**config.mk**
```make
export PLATFORM = sky130hd
export DESIGN_NAME = rv32_mod_branch_bp
export DESIGN_NICKNAME = d
export VERILOG_FILES = /design/src/rtl/rv32_bp_pkg.sv /design/src/rtl/rv32_bp_bht.sv /design/src/rtl/rv32_mod_branch_bp.sv
export SDC_FILE = /design/constraint.sdc
export NUM_CORES = 1
export LEC_CHECK = 0
export BUFFER_PORTS_ARGS = -buffer_cell sky130_fd_sc_hd__buf_2
export CAP_MARGIN = 40
export CORE_MARGIN = 2
export CORE_UTILIZATION = 33
export CTS_CLUSTER_SIZE = 28
export DETAILED_ROUTE_END_ITERATION = 12
export GPL_ROUTABILITY_DRIVEN = 1
export GPL_TIMING_DRIVEN = 0
export PLACE_DENSITY = 0.59
export SLEW_MARGIN = 20
export SYNTH_ARGS = -nofsm -noshare
export SYNTH_HDL_FRONTEND = slang
export SYNTH_SLANG_ARGS = --single-unit
export TNS_END_PERCENT = 1
```
**constraint.sdc**
```tcl
create_clock -name clk -period 11.15 [get_ports clk]
set_input_delay 2.23 -clock clk [delete_from_list [all_inputs] [get_ports clk]]
set_output_delay 2.23 -clock clk [all_outputs]
set_load 0.005 [all_outputs]
```
**src/rtl/rv32_bp_pkg.sv**
```systemverilog
// Shared types for the RV32 branch resolve / bimodal predictor slice.
// Branch condition codes, 2-bit counter encoding and its saturating update.
package rv32_bp_pkg;

  localparam logic [2:0] BR_EQ  = 3'b000;
  localparam logic [2:0] BR_NE  = 3'b001;
  localparam logic [2:0] BR_LT  = 3'b100;
  localparam logic [2:0] BR_GE  = 3'b101;
  localparam logic [2:0] BR_LTU = 3'b110;
  localparam logic [2:0] BR_GEU = 3'b111;

  typedef enum logic [1:0] {
    SNT = 2'b00,
    WNT = 2'b01,
    WT  = 2'b10,
    ST  = 2'b11
  } cnt_t;

  // Step toward the resolved direction, holding at SNT / ST.
  function automatic cnt_t sat_update(input cnt_t c, input logic taken);
    cnt_t r;
    r = c;
    if (taken) begin
      if (c != ST) r = cnt_t'(2'(c + 2'd1));
    end else begin
      if (c != SNT) r = cnt_t'(2'(c - 2'd1));
    end
    return r;
  endfunction

endpackage

```
**src/rtl/rv32_bp_bht.sv**
```systemverilog
// Branch history table: array of 2-bit saturating counters with one
// combinational read port and one synchronous update port.
module rv32_bp_bht
  import rv32_bp_pkg::*;
#(
  parameter int unsigned DEPTH = 64,
  parameter int unsigned IDX_W = $clog2(DEPTH)
) (
  input  logic             clk,
  input  logic             rstn,
  input  logic [IDX_W-1:0] rd_idx,
  output cnt_t             rd_cnt,
  input  logic             wr_en,
  input  logic [IDX_W-1:0] wr_idx,
  input  logic             wr_taken
);

  cnt_t bht [DEPTH];

  // Every entry comes out of reset weakly not-taken.
  always_ff @(posedge clk or negedge rstn) begin
    if (!rstn) begin
      for (int i = 0; i < int'(DEPTH); i++) bht[i] <= WNT;
    end else if (wr_en) begin
      bht[wr_idx] <= sat_update(bht[wr_idx], wr_taken);
    end
  end

  assign rd_cnt = bht[rd_idx];

endmodule

```
**src/rtl/rv32_mod_branch_bp.sv**
```systemverilog
// RV32 branch resolve unit with bimodal BHT prediction and perf counters.
// Optional gshare indexing via `define RV32_BP_GSHARE_EN.
module rv32_mod_branch_bp
  import rv32_bp_pkg::*;
#(
  parameter int unsigned XLEN      = 32,
  parameter int unsigned BHT_DEPTH = 64,
  parameter int unsigned HIST_BITS = 6,
  parameter int unsigned CNT_W     = 16
) (
  input  logic             clk,
  input  logic             rstn,
  input  logic [XLEN-1:0]  lu_pc,
  output logic             lu_taken,
  input  logic             res_valid,
  input  logic [XLEN-1:0]  res_pc,
  input  logic [XLEN-1:0]  rf_read0,
  input  logic [XLEN-1:0]  rf_read1,
  input  logic [2:0]       cond,
  input  logic             is_cond,
  input  logic             is_jmp,
  input  logic             pred_taken,
  input  logic             flush,
  output logic             out_valid,
  output logic             branch_taken,
  output logic             mispredict,
  output logic             illegal_cond,
  output logic [CNT_W-1:0] cnt_branches,
  output logic [CNT_W-1:0] cnt_mispred
);

  localparam int unsigned IDX_W = $clog2(BHT_DEPTH);

  logic             accept;
  logic             cond_legal;
  logic             cond_true;
  logic             taken_c;
  logic             mis_c;
  logic             upd;
  logic [IDX_W-1:0] hist_idx;
  logic [IDX_W-1:0] lu_idx;
  logic [IDX_W-1:0] res_idx;
  cnt_t             lu_cnt;

  // PC bits outside the index field do not participate in prediction.
  logic unused_pc_bits;
  assign unused_pc_bits = ^{lu_pc[XLEN-1:IDX_W+2], lu_pc[1:0],
                            res_pc[XLEN-1:IDX_W+2], res_pc[1:0]};

  // Branch condition evaluation; reserved codes evaluate false.
  always_comb begin
    cond_true  = 1'b0;
    cond_legal = 1'b1;
    case (cond)
      BR_EQ:   cond_true = (rf_read0 == rf_read1);
      BR_NE:   cond_true = (rf_read0 != rf_read1);
      BR_LT:   cond_true = ($signed(rf_read0) <  $signed(rf_read1));
      BR_GE:   cond_true = ($signed(rf_read0) >= $signed(rf_read1));
      BR_LTU:  cond_true = (rf_read0 <  rf_read1);
      BR_GEU:  cond_true = (rf_read0 >= rf_read1);
      default: cond_legal = 1'b0;
    endcase
  end

  assign accept  = res_valid & ~flush;
  assign taken_c = is_jmp | (is_cond & cond_true);
  assign mis_c   = taken_c ^ pred_taken;
  // Jumps win over is_cond and never train the table.
  assign upd     = accept & is_cond & ~is_jmp & cond_legal;

`ifdef RV32_BP_GSHARE_EN
  localparam int unsigned HW = (HIST_BITS > IDX_W) ? HIST_BITS : IDX_W;

  logic [HIST_BITS-1:0] hist;
  logic [HW-1:0]        hist_ext;

  assign hist_ext = HW'(hist);
  assign hist_idx = hist_ext[IDX_W-1:0];

  // Newest outcome enters at the LSB; flushed requests never reach here.
  always_ff @(posedge clk or negedge rstn) begin
    if (!rstn) hist <= '0;
    else if (upd) hist <= HIST_BITS'({hist, taken_c});
  end
`else
  assign hist_idx = '0;
`endif

  assign lu_idx   = lu_pc[IDX_W+1:2] ^ hist_idx;
  assign res_idx  = res_pc[IDX_W+1:2] ^ hist_idx;
  assign lu_taken = lu_cnt[1];

  rv32_bp_bht #(
    .DEPTH (BHT_DEPTH),
    .IDX_W (IDX_W)
  ) u_bht (
    .clk      (clk),
    .rstn     (rstn),
    .rd_idx   (lu_idx),
    .rd_cnt   (lu_cnt),
    .wr_en    (upd),
    .wr_idx   (res_idx),
    .wr_taken (taken_c)
  );

  // Result registers are zeroed on any cycle without an accepted request.
  always_ff @(posedge clk or negedge rstn) begin
    if (!rstn) begin
      out_valid    <= 1'b0;
      branch_taken <= 1'b0;
      mispredict   <= 1'b0;
      illegal_cond <= 1'b0;
    end else begin
      out_valid    <= accept;
      branch_taken <= accept & taken_c;
      mispredict   <= accept & mis_c;
      illegal_cond <= accept & is_cond & ~cond_legal;
    end
  end

  always_ff @(posedge clk or negedge rstn) begin
    if (!rstn) begin
      cnt_branches <= '0;
      cnt_mispred  <= '0;
    end else begin
      if (upd)            cnt_branches <= cnt_branches + CNT_W'(1);
      if (accept & mis_c) cnt_mispred  <= cnt_mispred + CNT_W'(1);
    end
  end

endmodule

```
-- Word level (Yosys, flattened, before mapping)
Index checks and enable logic that the tools add are counted.
- order comparisons: 7
- bitwise gates (word level): 15
- reductions and logical operators: 4
- equality and inequality tests: 8
- add/subtract/negate cells: 4
- muxes and demuxes: 15
- operator list (kind ; count):
    128-bit bitwise mux ; 1
    32-bit greater-or-equal comparator ; 2
    32-bit less-than comparator ; 2
    16-bit by 1-bit adder with 16-bit output (second input constant) ; 2
    32-bit equality test ; 1
    32-bit inequality test ; 1
    2-bit binary-select mux with 6-bit select ; 2
    2-bit two-way mux ; 9
    7-bit greater-or-equal comparator (second input constant) ; 2
    6-bit NOT with 7-bit output ; 2
    2-bit demux with 6-bit select ; 1
    3-bit equality test (second input constant) ; 4
    1-bit bitwise AND ; 8
    7-bit by 1-bit less-than comparator with 1-bit output (second input constant) ; 1
    1-bit case mux with 6 select lines ; 1
    6-bit OR reduction ; 1
    3-bit by 1-bit equality test with 1-bit output (second input constant) ; 1
    3-bit logical NOT ; 1
    1-bit NOT ; 3
    2-bit by 1-bit adder with 2-bit output (second input constant) ; 1
    2-bit inequality test (second input constant) ; 1
    2-bit nonzero test ; 1
    2-bit by 1-bit subtractor with 2-bit output (second input constant) ; 1
    1-bit logical AND ; 1
    3 further kinds ; 3
- register bits: 164
- output and inout port bits: 37

-- Depth between registers and ports, before layout
Gate-level depths: netlist of the first run.
- depth in word-level cells: 9
- mapped depth: 12
- gate-level depth less buffers: 10

-- Modules after synthesis
From an unflattened synthesis of the first run, not the netlist that was laid out.
- cells, all modules: 949
- area total of the unflattened synthesis: 9903.2 um^2
- modules (own cells, without submodules) (module ; instances ; cells an instance ; area an instance (um^2)):
    rv32_bp_bht ; 1 ; 686 ; 7429.6
    rv32_mod_branch_bp ; 1 ; 263 ; 2473.6

-- Least setup slack after synthesis of the first run
No wires, ideal clock.
- kind: input -> output
- start: in lu_pc[2]
- end: out lu_taken
- slack: 4.278 ns
- arrival: 4.642 ns
- stages: 5
- cells stage by stage: clkbuf_1 > buf_1 > mux4_2 > mux4_2 > mux4_2
- word-level cells in the longest chain between the ends: 4
- RTL lines (element ; line ; RTL):
    start, declared ; rv32_mod_branch_bp.sv:13 ; input logic [XLEN-1:0] lu_pc,
    6-bit NOT with 7-bit output (not written as such) ; rv32_bp_bht.sv:29 ; assign rd_cnt = bht[rd_idx];
    2-bit binary-select mux with 6-bit select ; rv32_bp_bht.sv:29 ;
    2-bit two-way mux (not written as such) (2 in series) ; rv32_bp_bht.sv:29 ;
    end, declared ; rv32_mod_branch_bp.sv:14 ; output logic lu_taken,
Every way passes these cells. The select of a mux whose other input is x is not followed.

-- Worst setup path after layout of the first run
Same ends and word-level chain as after synthesis.

==> results.sh, run 1 <==
export IMPL_outcome="complete, no violations"
export IMPL_layout_commonest_cell="mux2_2"
export IMPL_cts_max_level=4
export IMPL_grt_start_max_net_pins=91
export IMPL_synth_flop_cell="dfrtp_1"
export IMPL_fin_skew_ns=0.0121
export IMPL_gr_usage_all_layers_pct=17.4
export IMPL_cts_buffers=17
export IMPL_num_rows=62
export IMPL_cts_root_buf="clkbuf_16"
export IMPL_grt_pass1_vias=7320
export IMPL_firstDrtPassIters=5
export IMPL_portBuffers=115
export IMPL_critical_path_arrival_ns=5.21
export IMPL_synth_area_mm2=0.00967
export IMPL_p_leak_nw=5.30
export IMPL_worstSetupPathType="primary input to output pin"
export IMPL_power_density_mw_per_mm2=129
export IMPL_relSlewSlack_pct=45.0
export IMPL_syn_to_final_growth_pct=19.0
export IMPL_max_cap_violations=0
export IMPL_initial_core_util_pct=33.6
export IMPL_fin_nets=1151
export IMPL_synth_area_per_cell_um2=11.6
export IMPL_n_antenna_cell=0
export IMPL_clk_pin_slew_worst_paths_ns=0.07
export IMPL_ys_warn_count=0
export IMPL_grt_pass1_wl_mm=41.6
export IMPL_cts_setup_buffers=0
export IMPL_core_mm2=0.0288
export IMPL_synthArstFlopShare_pct=100
export IMPL_vdd_drop_max_mv=0.107
export IMPL_synth_edff_count=0
export IMPL_place_hpwl_mm=18.9
export IMPL_whs_ns=0.464
export IMPL_synth_nets=1007
export IMPL_synth_xor_area_share_pct=2.63
export IMPL_grt_ovfl_total=0
export IMPL_synth_compound_area_share_pct=6.49
export IMPL_die_area_mm2=0.0307
export IMPL_start_kind="primary input"
export IMPL_die_h_um=175
export IMPL_clockBufferDepth=2
export IMPL_endpoint_kind="output pin"
export IMPL_synth_seq_cells=164
export IMPL_synth_area_mux_share_pct=26.6
export IMPL_drt_iter0_drc=594
export IMPL_tns_ns=0
export IMPL_slew_viol_final=0
export IMPL_yosysUniqueCellTypes=60
export IMPL_post_drt_wl_per_cell_um=19.1
export IMPL_layout_setup_ws_ns=3.71
export IMPL_cts_hold_buf=0
export IMPL_finalHoldViolCount=0
export IMPL_final_cell_mix="mux2_2, buf_2, nand2_1"
export IMPL_critPathRequiredTime_ns=8.92
export IMPL_cts_tree="done"
export IMPL_worstSkewPairLatency_ns=0.43
export IMPL_routed_wl_mm=26.2
export IMPL_antenna_found_initial=0
export IMPL_post_cts_resized=0
export IMPL_place_ws_ns=3.68
export IMPL_vias_per_cell=5.25
export IMPL_yosysSeqAreaShare_pct=43.2
export IMPL_die_w_um=175
export IMPL_period_needed_ns=7.44
export IMPL_cts_sinks=164
export IMPL_drc_errors=0
export IMPL_synth_simple_area_share_pct=11.5
export IMPL_drive_above_1_share_pct=42.9
export IMPL_synth_top_family_by_area="multiplexers"
export IMPL_max_freq_mhz=134
export IMPL_hold_path_class="flop to flop"
export IMPL_ant_nets=0
export IMPL_worstMarginPinSlew_ns=0.825
export IMPL_synth_adder_area_share_pct=4.68
export IMPL_fillCellCount=2766
export IMPL_place_gp_congestion=0.835
export IMPL_setup_viol=0
export IMPL_fin_crit_sh_pct=66.7
export IMPL_synth_cells=835
export IMPL_crit_path_max_fanout=7
export IMPL_io_pin_count=175
export IMPL_rsz0062_at_grt="no"
export IMPL_vias=7223
synthesized netlist by cell type (all sizes together) (2+ instances only):
| cell | count | area, um^2 |
|---|---|---|
| o221ai | 2 | 17.5 |
| a22o | 4 | 35.0 |
| maj3 | 2 | 27.5 |
| o211ai | 2 | 15.0 |
| o22ai | 2 | 12.5 |
| mux4 | 32 | 743 |
| nor3 | 11 | 55.1 |
| a22oi | 15 | 113 |
| a21o | 4 | 30.0 |
| or4 | 2 | 15.0 |
| dfrtp | 100 | 2500 |
| mux2 | 143 | 1610 |
| and3b | 2 | 17.5 |
| nor4 | 3 | 33.8 |
| inv | 41 | 154 |
| xnor2 | 24 | 210 |
| nand4 | 16 | 100 |
| a221oi | 8 | 70.1 |
| nand2b | 6 | 37.5 |
| nand3 | 19 | 95.1 |
| and2 | 2 | 12.5 |
| nor2 | 37 | 139 |
| a21oi | 21 | 105 |
| ha | 34 | 425 |
| and3 | 11 | 68.8 |
| nor3b | 4 | 30.0 |
| a222oi | 2 | 20.0 |
| clkbuf | 12 | 45.0 |
| dfstp | 64 | 1680 |
| and4 | 5 | 43.8 |
| a211oi | 2 | 15.0 |
| buf | 30 | 262 |
| nor2b | 10 | 62.6 |
| o21ai | 16 | 80.1 |
| a31oi | 3 | 18.8 |
| mux2i | 22 | 220 |
| xor2 | 5 | 43.8 |
| nand2 | 102 | 383 |
stage by stage:
stage          cells  utilization (%)  total power, mW  cell area (um^2)
4_1_cts         1376             40.0             1.50             11500
3_5_place_dp    1344             37.8            0.863             10900
6_report        1376             40.0             1.49             11500
2_1_floorplan    835                -            0.771              9670
5_1_grt         1376             40.0             1.55             11500
3_3_place_gp    1334             37.3            0.857             10700
area by class of cell:
class | count | area (um^2) | share of cell area (%)
multi-input combinational | 587 | 5060 | 44.0
clock inverter | 15 | 204 | 1.77
tap | 384 | 480 | 4.17
timing repair buffer | 125 | 689 | 5.99
clock buffer | 17 | 425 | 3.70
buffer | 42 | 307 | 2.66
sequential | 164 | 4180 | 36.3
inverter | 42 | 158 | 1.37
sequential cells by signal, summed over array words and instances, names as in the netlist:
name          count
branch_taken      1
cnt_branches     16
illegal_cond      1
cnt_mispred      16
u_bht.bht       128
mispredict        1
out_valid         1
cell families (layout without fill, tap and decap cells):
group | after synthesis | in the layout
flops | 164 | 164
buf+inv | 84 | 241
compound gates | 92 | 92
mux | 197 | 197
simple gates | 233 | 233
fa+ha+maj | 36 | 36
xor+xnor | 29 | 29
per-layer routing:
layer,GRT usage (%),vias to the layer above,routed length (um)
li1,-,3331,-
met1,23.7,3647,12000
met2,28.6,201,12600
met3,2.37,44,1090
met4,5.49,0,604
met5,0,-,0
power breakdown:
part | total, mW | internal [mW] | switching [mW]
clock | 0.636 | 0.347 | 0.289
combinational | 0.204 | 0.0879 | 0.116
sequential | 0.647 | 0.623 | 0.0240
total | 1.49 | 1.06 | 0.429
worst max-delay path, stage by stage:
cell and delay [ns]:
clkbuf_1 0.53, buf_1 0.52, buf_6 0.23, mux4_2 0.53, mux4_2 0.53, mux4_2 0.49, buf_2 0.14
path summary, 6_finish.rpt:
kind / startpoint / slack, ns / cells after the start / end
worst max-delay path: lu_pc[2] / 3.71 / 7 / lu_taken
worst min-delay path: cnt_branches[15] / 0.46 / 1 / cnt_branches[15]
worst max register to register: u_bht.bht[25] / 8.32 / 7 / u_bht.bht[35]
worst min register to register: cnt_branches[15] / 0.46 / 1 / cnt_branches[15]
max in group asynchronous: rstn / 8.53 / 2 / u_bht.bht[2]
min in group asynchronous: rstn / 1.74 / 1 / u_bht.bht[91]
Power figures use the tool's default switching activity.
==> run 2: changes to the inputs <==
--- a/config.mk
+++ b/config.mk
@@ -5,6 +5,7 @@
 export SDC_FILE = /design/constraint.sdc
 export NUM_CORES = 1
 export LEC_CHECK = 0
+export ABC_AREA = 1
 export BUFFER_PORTS_ARGS = -buffer_cell sky130_fd_sc_hd__buf_2
 export CAP_MARGIN = 40
 export CORE_MARGIN = 2
@@ -13,7 +14,7 @@
 export DETAILED_ROUTE_END_ITERATION = 12
 export GPL_ROUTABILITY_DRIVEN = 1
 export GPL_TIMING_DRIVEN = 0
-export PLACE_DENSITY = 0.59
+export PLACE_DENSITY = 0.61
 export SLEW_MARGIN = 20
 export SYNTH_ARGS = -nofsm -noshare
 export SYNTH_HDL_FRONTEND = slang
==> constraint.sdc (replaced) <==
create_clock -name clk -period 6.1 [get_ports clk]
set_input_delay 1.22 -clock clk [delete_from_list [all_inputs] [get_ports clk]]
set_output_delay 1.22 -clock clk [all_outputs]
set_load 0.005 [all_outputs]
==> results.sh, run 2 <==
export IMPL_met3_usage_pct=5.23
export IMPL_fillCellCount=3095
export IMPL_grt_start_max_net_pins=97
export IMPL_r2r_cells=13
export IMPL_antenna_found_initial=0
export IMPL_core_mm2=0.0296
export IMPL_clkPwrFrac_pct=40.6
export IMPL_reg2reg_slack_ns=3.35
export IMPL_synth_area_leaders="dfrtp_1, dfstp_2, nand2_1"
export IMPL_r2r_start="u_bht.bht[72]"
export IMPL_n_antenna_cell=0
export IMPL_start_kind="primary input"
export IMPL_synth_area_leader_cell="dfrtp_1"
export IMPL_synth_area_per_cell_um2=7.35
export IMPL_num_rows=63
export IMPL_setup_viol=0
export IMPL_drive_above_1_share_pct=18.6
export IMPL_largest_register_ffs=128
export IMPL_fin_crit_sh_pct=74.4
export IMPL_synthArstFlopShare_pct=100
export IMPL_die_area_mm2=0.0316
export IMPL_finalHoldViolCount=0
export IMPL_cts_root_buf="clkbuf_16"
export IMPL_switchingPower_uw=848
export IMPL_die_h_um=178
export IMPL_routed_wl_mm=33.6
export IMPL_endpoint_kind="output pin"
export IMPL_r2r_end="u_bht.bht[27]"
export IMPL_grt_ovfl_total=0
export IMPL_clk_pin_slew_worst_paths_ns=0.06
export IMPL_final_cell_mix="nand2_1, inv_1, buf_2"
export IMPL_yosysMostFrequentCell="nand2_1"
export IMPL_pwr_share_seq_pct=42.6
export IMPL_cts_buffers=17
export IMPL_p_leak_nw=5.93
export IMPL_p_total_mw=2.78
export IMPL_dp_cells=1865
export IMPL_worstMarginPinSlew_ns=0.850
export IMPL_worstSetupPathType="primary input to output pin"
export IMPL_post_drt_wl_per_cell_um=17.7
export IMPL_die_w_um=178
export IMPL_yosysUniqueCellTypes=39
export IMPL_max_freq_mhz=220
export IMPL_outcome="complete, no violations"
export IMPL_synth_seq_cells=164
export IMPL_fin_skew_ns=0.0130
export IMPL_synth_top_area_share_pct=25.2
export IMPL_cts_setup_buffers=0
export IMPL_cts_max_level=4
export IMPL_io_pin_count=175
export IMPL_instances_no_fill=1898
export IMPL_syn_to_final_growth_pct=17.7
export IMPL_slew_viol_final=0
export IMPL_place_gp_congestion=0.962
export IMPL_period_needed_ns=4.54
export IMPL_busiest_layer="met2"
export IMPL_gr_usage_met2_pct=33.0
export IMPL_clockBufferDepth=2
export IMPL_hold_depth=2
export IMPL_grt_pass1_vias=9602
export IMPL_cts_hold_buf=0
export IMPL_layout_commonest_cell="nand2_1"
export IMPL_firstDrtPassIters=6
export IMPL_gr_usage_all_layers_pct=21.9
export IMPL_vias=9890
export IMPL_hold_end="u_bht.bht[100]"
export IMPL_power_density_mw_per_mm2=238
export IMPL_regMostFlops="u_bht.bht"
export IMPL_tns_ns=0
export IMPL_rsz0062_at_grt="no"
export IMPL_critical_path_arrival_ns=3.32
export IMPL_initial_core_util_pct=33.6
export IMPL_synth_commonest_cells="nand2_1, inv_1, o21ai_0"
export IMPL_cts_sinks=164
export IMPL_critPathRequiredTime_ns=4.88
export IMPL_worstSkewPairLatency_ns=0.45
export IMPL_grt_pass1_wl_mm=53.2
export IMPL_cts_tree="done"
export IMPL_ant_nets=0
export IMPL_fin_nets=1667
export IMPL_hold_path_class="flop to flop"
export IMPL_max_cap_violations=0
export IMPL_p_sw_share_pct=30.5
export IMPL_place_hpwl_mm=23.9
export IMPL_synth_area_mm2=0.00995
export IMPL_reg_largest_list="u_bht.bht (128), cnt_branches (16), cnt_mispred (16)"
export IMPL_vdd_drop_max_mv=0.200
export IMPL_synth_edff_count=0
export IMPL_use_met1_pct=30.1
export IMPL_post_cts_resized=0
export IMPL_drc_errors=0
export IMPL_ys_warn_count=0
export IMPL_internal_power_mw=1.94
export IMPL_yosysSeqAreaShare_pct=42.1
export IMPL_final_util_pct=39.5
export IMPL_vias_per_cell=5.21
export IMPL_relSlewSlack_pct=43.4
export IMPL_crit_path_max_fanout=10
export IMPL_min_delay_start="u_bht.bht[100]"
export IMPL_portBuffers=120
export IMPL_drt_iter0_drc=982
export IMPL_synth_flop_cell="dfrtp_1"
export IMPL_combPwrFrac_pct=16.8
export IMPL_synth_cells=1353
export IMPL_synth_nets=1525
run 2: power by group through the flow:
stage                     logic [mW]  clock network (mW)  registers (mW)
final                          0.468                1.13            1.19
after global routing           0.517                1.20            1.19
after CTS                      0.461                1.15            1.19
after detailed placement       0.459                   0            1.20
after global placement         0.451                   0            1.20
after floorplan                0.260                   0            1.20
run 2: cells by family after synthesis:
logic type | count (synthesis) | share of synthesized area [%]
simple gates | 648 | 28.2
buf+inv | 262 | 10.4
compound gates | 217 | 12.6
flops | 164 | 42.1
fa+ha+maj | 34 | 4.28
xor+xnor | 28 | 2.47
run 2: worst max-delay path by stage:
stage	slack, ns	to	cells after the start	startpoint
2_1_floorplan	2.43	lu_taken	8	lu_pc[3]
3_3_place_gp	1.17	cnt_branches[15]	1	rstn
3_5_place_dp	1.59	u_bht.bht[27]	13	res_pc[3]
4_1_cts	1.71	lu_taken	10	lu_pc[3]
5_1_grt	1.43	lu_taken	10	lu_pc[3]
6_report	1.56	lu_taken	8	lu_pc[3]
run 2: final cells by class:
type                       instances  area (um^2)  share of cell area, %
buffer                            55          256                   2.19
clock buffer                      19          464                   3.97
timing repair buffer             123          661                   5.64
tap                              390          488                   4.17
sequential                       164         4180                   35.7
multi-input combinational        927         4730                   40.4
inverter                         207          777                   6.64
clock inverter                    13          145                   1.24
run 2: metrics by stage:
step	worst slack [ns]	area (um^2)	hold WS, ns
finish	1.56	11700	0.470
floorplan	2.43	9950	0.447
CTS	1.71	11700	0.467
detailed placement	1.59	11100	0.458
global placement	1.17	11000	0.455
global route	1.43	11700	0.494
run 2: metal layers:
metal | wire (um) | vias up
met2 | 14400 | 461
met5 | 0 | -
met4 | 1130 | 0
li1 | - | 4694
met1 | 14800 | 4648
met3 | 3210 | 87
run 2: critical path, cell delays in order:
cell and delay [ns]:
clkbuf_1 0.47, inv_1 0.25, clkbuf_1 0.31, a221oi_1 0.48
o22ai_1 0.16, o211ai_1 0.18, nand2_1 0.11, buf_2 0.14
